**src/rtl/booth_pkg.sv**
```systemverilog
// Shared radix-4 Booth code definitions: bit positions, digit codes,
// lowest-row codes and the encoder FSM state type.
package booth_pkg;

  localparam int BOOTH_NEG = 2;
  localparam int BOOTH_TWO = 1;
  localparam int BOOTH_ONE = 0;

  localparam logic [2:0] BC_ZERO = 3'b000;
  localparam logic [2:0] BC_P1   = 3'b001;
  localparam logic [2:0] BC_P2   = 3'b010;
  localparam logic [2:0] BC_M1   = 3'b101;
  localparam logic [2:0] BC_M2   = 3'b110;

  // Lowest-row form {NEG,ONE}: +2 cannot occur there because y(-1) is 0.
  localparam logic [1:0] BL_ZERO = 2'b00;
  localparam logic [1:0] BL_P1   = 2'b01;
  localparam logic [1:0] BL_M2   = 2'b10;
  localparam logic [1:0] BL_M1   = 2'b11;

  typedef enum logic {
    ST_IDLE = 1'b0,
    ST_EMIT = 1'b1
  } state_e;

  function automatic logic [1:0] booth_lo(input logic [2:0] code);
    return {code[BOOTH_NEG], code[BOOTH_ONE]};
  endfunction

endpackage

```
**src/rtl/booth_digit_enc.sv**
```systemverilog
// Combinational radix-4 Booth digit encoder: one overlapping bit triple
// {y(2i+1),y(2i),y(2i-1)} in, full and lowest-row digit codes out.
module booth_digit_enc
  import booth_pkg::*;
(
  input  logic [2:0] triple_i,
  output logic [2:0] code_o,
  output logic [1:0] code_lo_o
);

  always_comb begin
    code_o = BC_ZERO;
    unique case (triple_i)
      3'b000:  code_o = BC_ZERO;
      3'b001:  code_o = BC_P1;
      3'b010:  code_o = BC_P1;
      3'b011:  code_o = BC_P2;
      3'b100:  code_o = BC_M2;
      3'b101:  code_o = BC_M1;
      3'b110:  code_o = BC_M1;
      3'b111:  code_o = BC_ZERO; // no negative zero
      default: code_o = BC_ZERO;
    endcase
  end

  assign code_lo_o = booth_lo(code_o);

endmodule

```
**src/rtl/booth_encoder_seq.sv**
```systemverilog
// Sequential radix-4 Booth encoder: loads a signed multiplier, then streams
// one registered Booth digit per out handshake, least significant first.
module booth_encoder_seq
  import booth_pkg::*;
#(
  parameter  int WIDTH = 8,
  localparam int IDX_W = ((WIDTH / 2) > 1) ? $clog2(WIDTH / 2) : 1
) (
  input  logic             clk,
  input  logic             rst_n,
  input  logic             in_valid,
  output logic             in_ready,
  input  logic [WIDTH-1:0] in_b,
  output logic             out_valid,
  input  logic             out_ready,
  output logic [2:0]       out_code,
  output logic [1:0]       out_code_lo,
  output logic [IDX_W-1:0] out_idx,
  output logic             out_last
);

  localparam int             NUM_DIGITS = WIDTH / 2;
  localparam logic [IDX_W-1:0] LAST_IDX = IDX_W'(NUM_DIGITS - 1);

  state_e             state_q, state_d;
  logic [WIDTH:0]     sr_q, sr_d;
  logic [IDX_W-1:0]   idx_q, idx_d;
  logic               last_q, last_d;
  logic [2:0]         code_q, code_d;
  logic [1:0]         lo_q, lo_d;

  logic               load, advance, finish;
  logic [2:0]         triple_sel;
  logic [2:0]         enc_code;
  logic [1:0]         enc_lo;

  // FSM: state register
  always_ff @(posedge clk or negedge rst_n) begin
    if (!rst_n) state_q <= ST_IDLE;
    else        state_q <= state_d;
  end

  // FSM: next state
  always_comb begin
    state_d = state_q;
    unique case (state_q)
      ST_IDLE: if (in_valid)             state_d = ST_EMIT;
      ST_EMIT: if (out_ready && last_q)  state_d = ST_IDLE;
      default:                           state_d = ST_IDLE;
    endcase
  end

  // FSM: handshake outputs depend on state only
  always_comb begin
    in_ready  = 1'b0;
    out_valid = 1'b0;
    unique case (state_q)
      ST_IDLE: in_ready  = 1'b1;
      ST_EMIT: out_valid = 1'b1;
      default: in_ready  = 1'b0;
    endcase
  end

  assign load    = in_valid & in_ready;
  assign advance = out_valid & out_ready & ~last_q;
  assign finish  = out_valid & out_ready & last_q;

  // The encoder looks at the triple that will be current after this edge,
  // so the digit outputs can be registered without an extra cycle.
  assign triple_sel = load ? {in_b[1:0], 1'b0} : sr_q[4:2];

  booth_digit_enc u_enc (
    .triple_i  (triple_sel),
    .code_o    (enc_code),
    .code_lo_o (enc_lo)
  );

  always_comb begin
    sr_d   = sr_q;
    idx_d  = idx_q;
    last_d = last_q;
    code_d = code_q;
    lo_d   = lo_q;
    if (load) begin
      sr_d   = {in_b, 1'b0};
      idx_d  = '0;
      last_d = 1'b0;
      code_d = enc_code;
      lo_d   = enc_lo;
    end else if (advance) begin
      sr_d   = {{2{sr_q[WIDTH]}}, sr_q[WIDTH:2]};
      idx_d  = idx_q + IDX_W'(1);
      last_d = ((idx_q + IDX_W'(1)) == LAST_IDX);
      code_d = enc_code;
      lo_d   = enc_lo;
    end else if (finish) begin
      idx_d  = '0;
      last_d = 1'b0;
      code_d = BC_ZERO;
      lo_d   = BL_ZERO;
    end
  end

  always_ff @(posedge clk or negedge rst_n) begin
    if (!rst_n) begin
      sr_q   <= '0;
      idx_q  <= '0;
      last_q <= 1'b0;
      code_q <= BC_ZERO;
      lo_q   <= BL_ZERO;
    end else begin
      sr_q   <= sr_d;
      idx_q  <= idx_d;
      last_q <= last_d;
      code_q <= code_d;
      lo_q   <= lo_d;
    end
  end

  assign out_code    = code_q;
  assign out_code_lo = lo_q;
  assign out_idx     = idx_q;
  assign out_last    = last_q;

endmodule

```
**config.mk**
```make
export PLATFORM = sky130hd
export DESIGN_NAME = booth_encoder_seq
export DESIGN_NICKNAME = d
export VERILOG_FILES = /design/src/rtl/booth_pkg.sv /design/src/rtl/booth_digit_enc.sv /design/src/rtl/booth_encoder_seq.sv
export SDC_FILE = /design/constraint.sdc
export NUM_CORES = 1
export LEC_CHECK = 0
export ABC_AREA = 0
export BUFFER_PORTS_ARGS = -buffer_cell sky130_fd_sc_hd__clkbuf_2
export CORE_MARGIN = 2
export CORE_UTILIZATION = 57
export DETAILED_ROUTE_END_ITERATION = 7
export HOLD_SLACK_MARGIN = 0.02
export PLACE_DENSITY_LB_ADDON = 0.15
export SYNTH_ARGS = -nofsm -noshare
export SYNTH_HDL_FRONTEND = slang
export SYNTH_HIERARCHICAL = 1
export SYNTH_SLANG_ARGS = --single-unit
export TNS_END_PERCENT = 5
```
**constraint.sdc**
```tcl
create_clock -name clk -period 5.4 [get_ports clk]
set_clock_uncertainty 0.15 [all_clocks]
set_input_delay 1.08 -clock clk [delete_from_list [all_inputs] [get_ports clk]]
set_output_delay 1.08 -clock clk [all_outputs]
set_load 0.05 [all_outputs]
```
==> impl_summary.log <==
[metrics] Register-to-Register Path Depth: 6
[metrics] number of buffers on the longest clock path: 2
[metrics] via count of the first global-routing pass: around 670
[metrics] Worst EP arrival: 1.64 ns
[metrics] Die Outline Area: about 2100 um2
[metrics] CTS sink count: 16
[metrics] worst endpoint required time: 4.17 ns
[metrics] final estimated routing congestion in global placement: slightly below 0.8
[metrics] x dimension of the die: about 46 um
[metrics] Synth Cell Area: ~1000 um2
[metrics] max-slew violations: 0
[metrics] antenna violations before repair: 0
[metrics] I/O Buffers: 21
[metrics] vertical extent of the die: 45.9 um
[metrics] most frequent cell after synthesis: dfrtp_1
[metrics] slack of the worst reg-to-reg path: between 3 and 4 ns
[metrics] overflow left after global routing: 0
[metrics] average cell area after synthesis: 11.0 um2
[metrics] number of enable-type register cells in the synthesized netlist: 0
[metrics] top cells by count, synth: dfrtp_1, nand3_1, nand2_1
[metrics] Tcrit/Tclk final: between 50% and 60%
[metrics] top cell type's share of synthesized area: around two fifths
[metrics] fin area: about 1100 um2
[metrics] Routed WL per cell: 14.6 um
[metrics] post-detail-place hpwl: between 1 and 1.5 mm
[metrics] run status: finished clean
[metrics] clock buffer count from CTS: 3
[metrics] Clock H-tree levels: 1
[metrics] clock latency on the worst-skew pair: between 0.2 and 0.3 ns
[metrics] element type at the critical path end: output port
[metrics] yosys warns: 6
[metrics] number of optimization iterations in the first detailed-route pass: 5
[metrics] placement-stage cell area: roughly 1000 um2
[metrics] maximum number of pins on one net before global-route repair: 21
[metrics] kind of critical path: reg2out
[metrics] top-level port count: 22
[metrics] Hold Crit Class: reg2reg
[metrics] GRT Resource Usage Total: 19.5%
[metrics] TritonCTS clock tree: built
[metrics] setup bufs post-CTS: 0
[metrics] P&R area growth vs syn: 8.64%
[metrics] top post-synthesis cells by area: dfrtp_1, nand3_1, a221oi_2
[metrics] source of the worst register-to-register timing path: state_q$_DFF_PN0_
[metrics] CTS Hold Bufs: 0
[metrics] final hold vios: 0
[metrics] share of flip-flops with an asynchronous set or reset after synthesis: between 90% and 100%
[metrics] crit-path max FO: 20
[metrics] count of distinct cell types in the synthesized netlist: 25
[metrics] syn nets: 106
[metrics] Root Buffer: clkbuf_4
[metrics] first-iteration detailed-routing DRC count: 16
[metrics] standard cell core area: around 1700 um2
[metrics] Hold Crit Depth: 1
[metrics] RSZ-0062 raised after global routing: no
[metrics] Primary FF master, synth: dfrtp_1
[metrics] Setup violations, final: 0
[metrics] Power Dens Cells: 672 nW/um2
[metrics] # nets final: ~120
[metrics] final critical delay including setup and external delays: between 2 and 3 ns
[metrics] destination of the worst hold path: out_idx[0]$_DFFE_PN0P_
[metrics] synthesis-stage register bit count: 16
[metrics] total vias in the final route: between 700 and 800
[metrics] max_cap viols: 0
[metrics] Detailed Route WL: roughly 1.8 mm
[metrics] fraction of final layout cells with drive strength greater than 1: a little under two fifths
[metrics] mean number of vias per cell: between 6 and 7
[metrics] Antenna Violating Nets Remaining: 0
[metrics] Synth area leader: dfrtp_1
[metrics] startpoint type of the worst setup path: register
[metrics] worst-case vdd ir drop: around 0.45 mV
[metrics] start point of the worst hold path: out_idx[0]$_DFFE_PN0P_
[metrics] number of placement rows: 15
[metrics] TNS Setup: 0 ns
[metrics] clock-pin slew on the worst setup and hold paths: 0.09 ns
[metrics] r2r endpoint: out_code[1]$_DFFE_PN0P_
[metrics] maximum achievable frequency: 348 MHz
[metrics] # diodes: 0
[metrics] share of the yosys chip area belonging to registers: approximately 40%
[metrics] post-detailed-route DRC marker count: 0
[metrics] global-route wire length before repair: 2.91 mm
[metrics] Post-Synthesis Cells: just over 90
[metrics] Worst Tran Pin Value: approximately 0.65 ns
[metrics] number of gates resized after CTS: 0
[metrics] slew margin rel.: 56.5%
[metrics] Leak: 0.000527 uW
[metrics] effective utilization at floorplan: about three fifths
-- logic make-up (layout without fill, tap and decap cells) --
family,count (synthesis),count (layout),synth area share [%]
AOI/OAI and AO/OA,22,22,19.8
adders and majority gates,3,3,3.76
buffers and inverters,13,30,9.51
DFF,16,16,40.0
muxes,9,9,11.0
and+or+nand+nor,28,28,15.9
-- worst max-delay path by stage --
stage / startpoint / to / slack (ns) / cells past startpoint
2_1_floorplan: in_valid / out_code[1]$_DFFE_PN0P_ / 2.63 / 8
3_5_place_dp: in_valid / out_code[1]$_DFFE_PN0P_ / 2.39 / 7
6_report: state_q$_DFF_PN0_ / in_ready / 2.53 / 2
5_1_grt: state_q$_DFF_PN0_ / in_ready / 2.39 / 2
3_3_place_gp: in_valid / out_code[1]$_DFFE_PN0P_ / 2.42 / 7
4_1_cts: state_q$_DFF_PN0_ / in_ready / 2.54 / 2
-- final cells by class --
| class | instances | area (um2) |
|---|---|---|
| Timing Repair Buffer | 21 | 105 |
| Fill cell | 136 | 603 |
| Inverter | 5 | 18.8 |
| Tap cell | 17 | 21.3 |
| Sequential cell | 16 | 400 |
| Multi-Input combinational cell | 62 | 504 |
| Clock buffer | 4 | 36.3 |
-- layer usage --
metal | part of all wire [%] | vias to the layer above | track usage (%)
li1 | - | 367 | -
met1 | 45 | 371 | 26.3
met2 | 48 | 31 | 31.1
met3 | 4.8 | 4 | 2.78
met4 | 1.7 | 0 | 8.00
met5 | 0 | - | 0
-- worst max-delay path: stages (launching register included) --
cell      delay [ns]
dfrtp_1         0.77
inv_2           0.28
clkbuf_2        0.31
-- power by group --
group	total, uW	internal [uW]	switching [uW]
Clock	80.3	41.1	39.2
Sequential	241	175	66.1
Combinational	408	148	260
-- cell usage in the layout, fill, tap and decap left out, types with 4 or more instances in the layout --
cell / instances
nand3_1: 12
a21oi_2: 4
clkbuf_2: 21
nand2_1: 8
mux2i_1: 5
mux2_4: 4
a32oi_1: 6
inv_1: 4
a221oi_2: 4
dfrtp_1: 16
-- registers in the layout (all words and copies together), names as in the netlist --
| signal | flops |
|---|---|
| out_code | 3 |
| out_code_lo | 2 |
| out_idx | 2 |
| out_last | 1 |
| sr_q | 7 |
| state_q | 1 |
-- per-stage QoR --
stage          total power (uW)  util, %  cells  setup slack, ns  hold slack [ns]
4_1_cts                     733     64.3    125             2.54            0.366
2_1_floorplan               605        -     91             2.63            0.316
3_5_place_dp                654     62.1    121             2.39            0.352
5_1_grt                     782     64.3    125             2.39            0.392
3_3_place_gp                643     62.1    121             2.42            0.339
6_report                    730     64.3    125             2.53            0.371
(Power assumes the default switching activity.)
